### config.mk
export PLATFORM = sky130hd
export DESIGN_NAME = mips_load_store_unit_flat
export DESIGN_NICKNAME = d
export VERILOG_FILES = /design/src/rtl/mips_mem_pkg.sv /design/src/rtl/mips_load_store_unit_if.sv /design/src/rtl/mips_load_align.sv /design/src/rtl/mips_load_store_unit.sv /design/src/flat_wrapper.sv
export SDC_FILE = /design/constraint.sdc
export NUM_CORES = 1
export LEC_CHECK = 0
export ABC_AREA = 1
export CORE_MARGIN = 2
export CORE_UTILIZATION = 41
export CTS_BUF_LIST = sky130_fd_sc_hd__clkbuf_8 sky130_fd_sc_hd__clkbuf_16
export DETAILED_ROUTE_END_ITERATION = 8
export PLACE_DENSITY = 0.78
export REMOVE_ABC_BUFFERS = 1
export SLEW_MARGIN = 20
export SYNTH_ARGS = -nofsm -noshare
export SYNTH_HDL_FRONTEND = slang
export SYNTH_SLANG_ARGS = --single-unit
### constraint.sdc
create_clock -name clk -period 1.6 [get_ports clk]
set_input_delay 0.32 -clock clk [delete_from_list [all_inputs] [get_ports clk]]
set_output_delay 0.32 -clock clk [all_outputs]
set_load 0.05 [all_outputs]
### src/rtl/mips_mem_pkg.sv
// Shared types and op-decode helpers for the MIPS load/store unit.
// LWL/LWR are legal only when MIPS_LSU_UNALIGNED_EN is defined.
package mips_mem_pkg;

  typedef enum logic [3:0] {
    LB  = 4'd0,
    LBU = 4'd1,
    LH  = 4'd2,
    LHU = 4'd3,
    LW  = 4'd4,
    LWL = 4'd5,
    LWR = 4'd6,
    SB  = 4'd8,
    SH  = 4'd9,
    SW  = 4'd10
  } mem_op_t;

  typedef enum logic [2:0] {
    StIdle,
    StAddr,
    StCapture,
    StWrite,
    StResp
  } lsu_state_t;

  function automatic logic is_store(mem_op_t op);
    return (op == SB) || (op == SH) || (op == SW);
  endfunction

  function automatic logic is_legal(mem_op_t op);
    logic legal;
    case (op)
      LB, LBU, LH, LHU, LW, SB, SH, SW: legal = 1'b1;
`ifdef MIPS_LSU_UNALIGNED_EN
      LWL, LWR:                         legal = 1'b1;
`endif
      default:                          legal = 1'b0;
    endcase
    return legal;
  endfunction

  // LWL/LWR deliberately fall through: they address any byte.
  function automatic logic is_misaligned(mem_op_t op, logic [1:0] offset);
    logic mis;
    case (op)
      LH, LHU, SH: mis = offset[0];
      LW, SW:      mis = (offset != 2'b00);
      default:     mis = 1'b0;
    endcase
    return mis;
  endfunction

endpackage

### src/rtl/mips_load_store_unit_if.sv
// Request/response and data-RAM bundle of the MIPS load/store unit.
// master = datapath + RAM side, slave = the load/store unit.
interface mips_load_store_unit_if;

  logic        req_valid;
  logic        req_ready;
  logic [3:0]  req_op;
  logic [31:0] req_addr;
  logic [31:0] req_wdata;
  logic [31:0] req_rt_old;
  logic        resp_valid;
  logic [31:0] resp_rdata;
  logic        resp_err;
  logic [31:0] mem_a;
  logic        mem_we;
  logic [31:0] mem_wd;
  logic [3:0]  mem_byteenable;
  logic [31:0] mem_rd;

  modport master (
    output req_valid, req_op, req_addr, req_wdata, req_rt_old, mem_rd,
    input  req_ready, resp_valid, resp_rdata, resp_err,
    input  mem_a, mem_we, mem_wd, mem_byteenable
  );

  modport slave (
    input  req_valid, req_op, req_addr, req_wdata, req_rt_old, mem_rd,
    output req_ready, resp_valid, resp_rdata, resp_err,
    output mem_a, mem_we, mem_wd, mem_byteenable
  );

endinterface

### src/rtl/mips_load_align.sv
// Combinational byte-lane steering: load extract/extend and SB/SH merge.
// LWL/LWR merge is built only when MIPS_LSU_UNALIGNED_EN is defined.
module mips_load_align
  import mips_mem_pkg::*;
(
  input  logic [31:0] word,
  input  mem_op_t     op,
  input  logic [1:0]  offset,
  input  logic [31:0] rt_old,
  input  logic [15:0] wdata,
  output logic [31:0] result,
  output logic [31:0] merged,
  output logic [3:0]  byteenable
);

  // Big-endian: byte k lives at bit 8*(3-k), halfword k at 8*(2-k).
  logic [4:0]  byte_sh;
  logic [4:0]  half_sh;
  logic [31:0] byte_word;
  logic [31:0] half_word;
  logic [7:0]  sel_byte;
  logic [15:0] sel_half;

  assign byte_sh   = {~offset, 3'b000};
  assign half_sh   = {~offset[1], 4'b0000};
  assign byte_word = word >> byte_sh;
  assign half_word = word >> half_sh;
  assign sel_byte  = byte_word[7:0];
  assign sel_half  = half_word[15:0];

`ifdef MIPS_LSU_UNALIGNED_EN
  logic [4:0] lwl_sh;
  logic [4:0] lwr_sh;
  assign lwl_sh = {offset, 3'b000};
  assign lwr_sh = {~offset, 3'b000};
`else
  logic unused_rt;
  assign unused_rt = ^rt_old;
`endif

  always_comb begin
    result = '0;
    case (op)
      LB:      result = {{24{sel_byte[7]}}, sel_byte};
      LBU:     result = {24'b0, sel_byte};
      LH:      result = {{16{sel_half[15]}}, sel_half};
      LHU:     result = {16'b0, sel_half};
      LW:      result = word;
`ifdef MIPS_LSU_UNALIGNED_EN
      LWL:     result = (word << lwl_sh) | (rt_old & ((32'd1 << lwl_sh) - 32'd1));
      LWR:     result = (word >> lwr_sh) | (rt_old & ~(32'hFFFF_FFFF >> lwr_sh));
`endif
      default: result = '0;
    endcase
  end

  always_comb begin
    merged     = word;
    byteenable = 4'b0000;
    case (op)
      SB: begin
        merged     = (word & ~(32'h0000_00FF << byte_sh)) | ({24'b0, wdata[7:0]} << byte_sh);
        byteenable = 4'b1000 >> offset;
      end
      SH: begin
        merged     = (word & ~(32'h0000_FFFF << half_sh)) | ({16'b0, wdata} << half_sh);
        byteenable = 4'b1100 >> offset;
      end
      default: begin
        merged     = word;
        byteenable = 4'b0000;
      end
    endcase
  end

endmodule

### src/rtl/mips_load_store_unit.sv
// MIPS load/store unit between datapath and a big-endian word RAM with 1-cycle read.
// Sub-word stores use read-modify-write; define MIPS_LSU_UNALIGNED_EN for LWL/LWR.
module mips_load_store_unit
  import mips_mem_pkg::*;
#(
  parameter int unsigned ADDR_W = 32,
  parameter int unsigned DATA_W = 32
) (
  input logic                  clk,
  input logic                  reset,
  mips_load_store_unit_if.slave bus
);

  if (ADDR_W != 32 || DATA_W != 32) begin : g_width_check
    $error("mips_load_store_unit supports only 32-bit address and data");
  end

  lsu_state_t  state_q, state_d;
  mem_op_t     op_q, op_d;
  logic [1:0]  offset_q, offset_d;
  logic [15:0] wdata_q, wdata_d;
  logic [31:0] rt_q, rt_d;
  logic [31:0] mem_a_q, mem_a_d;
  logic        mem_we_q, mem_we_d;
  logic [31:0] mem_wd_q, mem_wd_d;
  logic [3:0]  be_q, be_d;
  logic        resp_valid_q, resp_valid_d;
  logic [31:0] resp_rdata_q, resp_rdata_d;
  logic        resp_err_q, resp_err_d;

  logic [31:0] load_result;
  logic [31:0] merged_word;
  logic [3:0]  merge_be;
  mem_op_t     req_op;

  assign req_op = mem_op_t'(bus.req_op);

  mips_load_align u_align (
    .word       (bus.mem_rd),
    .op         (op_q),
    .offset     (offset_q),
    .rt_old     (rt_q),
    .wdata      (wdata_q),
    .result     (load_result),
    .merged     (merged_word),
    .byteenable (merge_be)
  );

  always_comb begin
    state_d      = state_q;
    op_d         = op_q;
    offset_d     = offset_q;
    wdata_d      = wdata_q;
    rt_d         = rt_q;
    mem_a_d      = mem_a_q;
    mem_we_d     = 1'b0;
    mem_wd_d     = mem_wd_q;
    be_d         = 4'b0000;
    resp_valid_d = 1'b0;
    resp_rdata_d = resp_rdata_q;
    resp_err_d   = resp_err_q;

    unique case (state_q)
      StIdle: begin
        if (bus.req_valid) begin
          op_d     = req_op;
          offset_d = bus.req_addr[1:0];
          wdata_d  = bus.req_wdata[15:0];
          rt_d     = bus.req_rt_old;
          if (!is_legal(req_op) || is_misaligned(req_op, bus.req_addr[1:0])) begin
            state_d      = StResp;
            resp_valid_d = 1'b1;
            resp_err_d   = 1'b1;
            resp_rdata_d = '0;
          end else if (req_op == SW) begin
            // Full-word store needs no read, so write straight away.
            state_d  = StWrite;
            mem_a_d  = {bus.req_addr[31:2], 2'b00};
            mem_we_d = 1'b1;
            mem_wd_d = bus.req_wdata;
            be_d     = 4'b1111;
          end else begin
            state_d = StAddr;
            mem_a_d = {bus.req_addr[31:2], 2'b00};
          end
        end
      end
      StAddr: state_d = StCapture;
      StCapture: begin
        if (is_store(op_q)) begin
          state_d  = StWrite;
          mem_we_d = 1'b1;
          mem_wd_d = merged_word;
          be_d     = merge_be;
        end else begin
          state_d      = StResp;
          resp_valid_d = 1'b1;
          resp_err_d   = 1'b0;
          resp_rdata_d = load_result;
        end
      end
      StWrite: begin
        state_d      = StResp;
        resp_valid_d = 1'b1;
        resp_err_d   = 1'b0;
        resp_rdata_d = '0;
      end
      StResp:  state_d = StIdle;
      default: state_d = StIdle;
    endcase
  end

  always_ff @(posedge clk) begin
    if (reset) begin
      state_q      <= StIdle;
      op_q         <= LB;
      offset_q     <= '0;
      wdata_q      <= '0;
      rt_q         <= '0;
      mem_a_q      <= '0;
      mem_we_q     <= 1'b0;
      mem_wd_q     <= '0;
      be_q         <= '0;
      resp_valid_q <= 1'b0;
      resp_rdata_q <= '0;
      resp_err_q   <= 1'b0;
    end else begin
      state_q      <= state_d;
      op_q         <= op_d;
      offset_q     <= offset_d;
      wdata_q      <= wdata_d;
      rt_q         <= rt_d;
      mem_a_q      <= mem_a_d;
      mem_we_q     <= mem_we_d;
      mem_wd_q     <= mem_wd_d;
      be_q         <= be_d;
      resp_valid_q <= resp_valid_d;
      resp_rdata_q <= resp_rdata_d;
      resp_err_q   <= resp_err_d;
    end
  end

  assign bus.req_ready      = (state_q == StIdle);
  assign bus.mem_a          = mem_a_q;
  assign bus.mem_we         = mem_we_q;
  assign bus.mem_wd         = mem_wd_q;
  assign bus.mem_byteenable = be_q;
  assign bus.resp_valid     = resp_valid_q;
  assign bus.resp_rdata     = resp_rdata_q;
  assign bus.resp_err       = resp_err_q;

endmodule

### src/flat_wrapper.sv
// flat-port wrapper written by rule: the top's interface ports become plain ports
module mips_load_store_unit_flat import mips_mem_pkg::*;
#(
  parameter int unsigned ADDR_W = 32,
  parameter int unsigned DATA_W = 32
)
  (clk, reset, bus_req_valid, bus_req_op, bus_req_addr, bus_req_wdata, bus_req_rt_old, bus_mem_rd, bus_req_ready, bus_resp_valid, bus_resp_rdata, bus_resp_err, bus_mem_a, bus_mem_we, bus_mem_wd, bus_mem_byteenable);
  mips_load_store_unit_if bus_i ();
  input logic clk;
  input logic reset;
  input wire logic [$bits(bus_i.req_valid)-1:0] bus_req_valid;
  input wire logic [$bits(bus_i.req_op)-1:0] bus_req_op;
  input wire logic [$bits(bus_i.req_addr)-1:0] bus_req_addr;
  input wire logic [$bits(bus_i.req_wdata)-1:0] bus_req_wdata;
  input wire logic [$bits(bus_i.req_rt_old)-1:0] bus_req_rt_old;
  input wire logic [$bits(bus_i.mem_rd)-1:0] bus_mem_rd;
  output wire logic [$bits(bus_i.req_ready)-1:0] bus_req_ready;
  output wire logic [$bits(bus_i.resp_valid)-1:0] bus_resp_valid;
  output wire logic [$bits(bus_i.resp_rdata)-1:0] bus_resp_rdata;
  output wire logic [$bits(bus_i.resp_err)-1:0] bus_resp_err;
  output wire logic [$bits(bus_i.mem_a)-1:0] bus_mem_a;
  output wire logic [$bits(bus_i.mem_we)-1:0] bus_mem_we;
  output wire logic [$bits(bus_i.mem_wd)-1:0] bus_mem_wd;
  output wire logic [$bits(bus_i.mem_byteenable)-1:0] bus_mem_byteenable;
  assign bus_i.req_valid = bus_req_valid;
  assign bus_i.req_op = bus_req_op;
  assign bus_i.req_addr = bus_req_addr;
  assign bus_i.req_wdata = bus_req_wdata;
  assign bus_i.req_rt_old = bus_req_rt_old;
  assign bus_i.mem_rd = bus_mem_rd;
  assign bus_req_ready = bus_i.req_ready;
  assign bus_resp_valid = bus_i.resp_valid;
  assign bus_resp_rdata = bus_i.resp_rdata;
  assign bus_resp_err = bus_i.resp_err;
  assign bus_mem_a = bus_i.mem_a;
  assign bus_mem_we = bus_i.mem_we;
  assign bus_mem_wd = bus_i.mem_wd;
  assign bus_mem_byteenable = bus_i.mem_byteenable;
  mips_load_store_unit #(.ADDR_W(ADDR_W), .DATA_W(DATA_W)) u_core (.clk(clk), .reset(reset), .bus(bus_i));
endmodule
==> results.txt <==
----------------------------------------------------
[Outcome]
  Run status ... finished, violations left
  Violations in the final reports ... negative setup slack

[Worst setup path]
  Critical Setup Path Class ... reg -> reg
  Type of element launching the critical path ... flop
  Arrival time reported for the critical path endpoint ... 1970 ps
  Required time at the endpoint of the critical path ... 1920 ps
  Worst-path fanout max ... 8
  Sort of element at the end of the critical path ... flop

[STA]
  Setup violation total in the final timing report ... 32
  RSZ-0062 raised after global routing ... yes
  Final clock period utilization by the worst path ... 103%
  Slew Viols, Final ... 0
  Post-route minimum period ... 1650 ps
  Count of final hold-check violations ... 0
  Minimum hold slack ... 312 ps
  Fmax achieved ... 607 MHz
  Final setup skew ... 6.33 ps
  Post-layout worst setup margin ... -47.4 ps

[Place]
  Final GP Congestion ... 0.996
  DP HPWL ... 16.4 mm
  Placed Cells incl. Taps ... 1,432
  DP Worst Slack ... -443 ps
  Number of port buffers ... 204

[Global route]
  Gr usage total ... 27.4%
  Number of global-route vias before repair ... 7,216
  Largest net degree at the start of global routing ... 68
  First-pass GRT wire length ... 36.0 mm
  Antenna violations before repair ... 0
  Remaining global-route overflow ... 0

[Logic synthesis]
  Post-synthesis simple-gate area fraction ... 33.9%
  Post-synth ARST share ... 0%
  Post-synthesis instance area ... 6450 um2
  Yosys warnings ... 0
  Main synth FF type ... dfxtp_1
  Unique masters post-synth ... 36
  Avg Cell Area, Syn ... 6.47 um2
  Proportion of synthesized chip area in sequential cells ... 39.1%
  EDFF count, synth ... 0
  Synth Instances ... 998
  Adder-cell area share of the yosys netlist ... 0%
  Number of storage elements in the synthesis netlist ... 126
  Dominant combinational cell family by area after synthesis ... simple AND/OR/NAND/NOR gates
  Mux share of post-synthesis cell area ... 0.155%
  Xor/xnor share of the synthesized area ... 0%
  Fraction of the mapped netlist area in compound gates ... 16.5%

[Final layout]
  Leading cell type in the layout, fill and taps excluded ... nand2_1
  Area growth from synthesis to final layout ... 61.2%
  Commonest cells after routing, fill and taps aside ... nand2_1, buf_4, nand3_1, dfxtp_1, a21oi_1
  Ratio of cells with drive above 1 in the final layout ... 23.8%
  Cell Count, Final, Fillers Out ... 1,482
  Antenna diode instance count ... 0
  Final Core Density ... 67.9%
  NumNets Final ... 1,393

[Clock network]
  Clock latency at the later pin of the worst-skew pair ... 430 ps
  Clk slew on worst S/H paths ... 60 ps
  H-tree levels ... 4
  CTS root buf ... clkbuf_16
  Clock tree from TritonCTS ... yes
  Number of buffers inserted by hold repair at cts ... 0
  Bufs on Longest Clock Path ... 2
  Number of clock buffers inserted by TritonCTS ... 17
  Clock sink count ... 126

[Floorplan]
  Number of placement rows ... 45
  Number of top-level design ports ... 239
  Y dimension of the die ... 129 um
  Placeable Area ... 15,300 um2
  Initial core utilization ... 42.1%
  Width of the chip ... 129 um
  Area of the die ... 16,800 um2

[Drt]
  Number of detailed-route iterations in the first pass ... 7
  Detailed Route Iter0 Violations ... 891
  DRC viols ... 0
  Routed wire length ... 24.1 mm
  Via/cell ratio ... 5.29
  Total vias in the final route ... 7,837
  DR WL/cell ... 16.3 um
  Post-DRT Antenna Nets ... 0

[Pwr]
  Total power after layout ... 0.00991 W
  Peak VDD IR ... 763 uV
  Pleak ... 4.58 nW
  Power per cell area ... 952 nW/um2

[Worst hold path]
  HP Class ... in -> reg

[Job]
  Max-capacitance violation count ... 0

----------------------------------------------------
[critical path, cell delays in order (launching register included)]
cell	delay, ps
dfxtp_2	330
nor2_4	140
inv_4	60
nor2_8	90
inv_2	50
or2_4	220
nand4_1	100
buf_6	210
clkbuf_16	200
nand2_1	60
nand2_1	50
nor2_1	40
[timing repair]
action,in CTS,in global routing
gates cloned,2,5
setup endpoints to repair,30,97
pin swaps,3,4
setup buffers,2,9
resized for setup,10,60
[final cells by class]
class                           instances  area, um2
Fill cell                            1287       4910
Clock inverter                         12        113
Timing Repair Buffer                  298       3210
Multi-Input combinational cell        713       3430
Tap cell                              211        264
Inverter                              102        390
Clock buffer                           20        467
Sequential cell                       126       2530
[synthesized netlist by cell type, types with 4 or more instances]
cell type  number  area share, %
buf_2          12           0.93
o22ai_1        16            1.6
o21ai_1        31            2.4
clkbuf_1       36            2.1
buf_4           8           0.93
o211ai_1        5           0.58
nand2_1       256             15
inv_1          87            5.1
a21oi_1       106            8.2
nand2_2         4           0.39
nor2_1         93            5.4
o21bai_1        5           0.58
o21ai_0        35            2.7
dfxtp_1       126             39
nand3_1       133             10
or2_2           5           0.48
inv_2          12           0.70
[flip-flops by register name (all words and copies together) (netlist names)]
name and cells:
u_core.bus.mem_wd 32, u_core.bus.resp_rdata 32, u_core.bus.mem_a 30, u_core.wdata_q 16, u_core.bus.mem_byteenable 4, u_core.op_q 4
u_core.state_q 3, u_core.offset_q 2, u_core.bus.mem_we 1, u_core.bus.resp_err 1, u_core.bus.resp_valid 1
[stage by stage]
stage	TNS, ps	instance area [um2]
global placement	-35140	9400
CTS	-47.2	10100
finish	-755	10400
floorplan	-105940	6180
detailed placement	-41400	9400
global route	-5230	10400
[path summary, 6_finish.rpt]
check	start	to	slack (ps)	cells past startpoint
min	reset	u_core.bus.resp_err$_SDFFE_PP0P_	310	4
max	u_core.state_q[0]$_SDFFE_PP0P_	u_core.bus.mem_wd[11]$_SDFFE_PP0P_	-50	11
max reg2reg	u_core.state_q[0]$_SDFFE_PP0P_	u_core.bus.mem_wd[11]$_SDFFE_PP0P_	-50	11
min reg2reg	u_core.wdata_q[15]$_SDFFE_PP0P_	u_core.wdata_q[15]$_SDFFE_PP0P_	450	2
[routing by layer]
layer  track usage, %  routed length (um)  share of wire (%)
met3             6.03                2010                8.3
met4             15.1                1310                5.4
met1             33.7                9450                 39
met5                0                   0                  0
met2             44.8               11300                 47
[report_power, final]
group	internal (W)	switching, W
registers	0.00331	0.000130
logic	0.00113	0.00159
clock network	0.00226	0.00148
total	0.00670	0.00321
[cell families (layout without fill, tap and decap cells)]
| kind of cell | count (synthesis) | after routing |
|---|---|---|
| other | 1 | 2 |
| DFF | 126 | 126 |
| muxes | 1 | 1 |
| buffers and inverters | 161 | 432 |
| AOI/OAI and AO/OA | 200 | 200 |
| and+or+nand+nor | 509 | 510 |
Power figures use the tool's default switching activity.
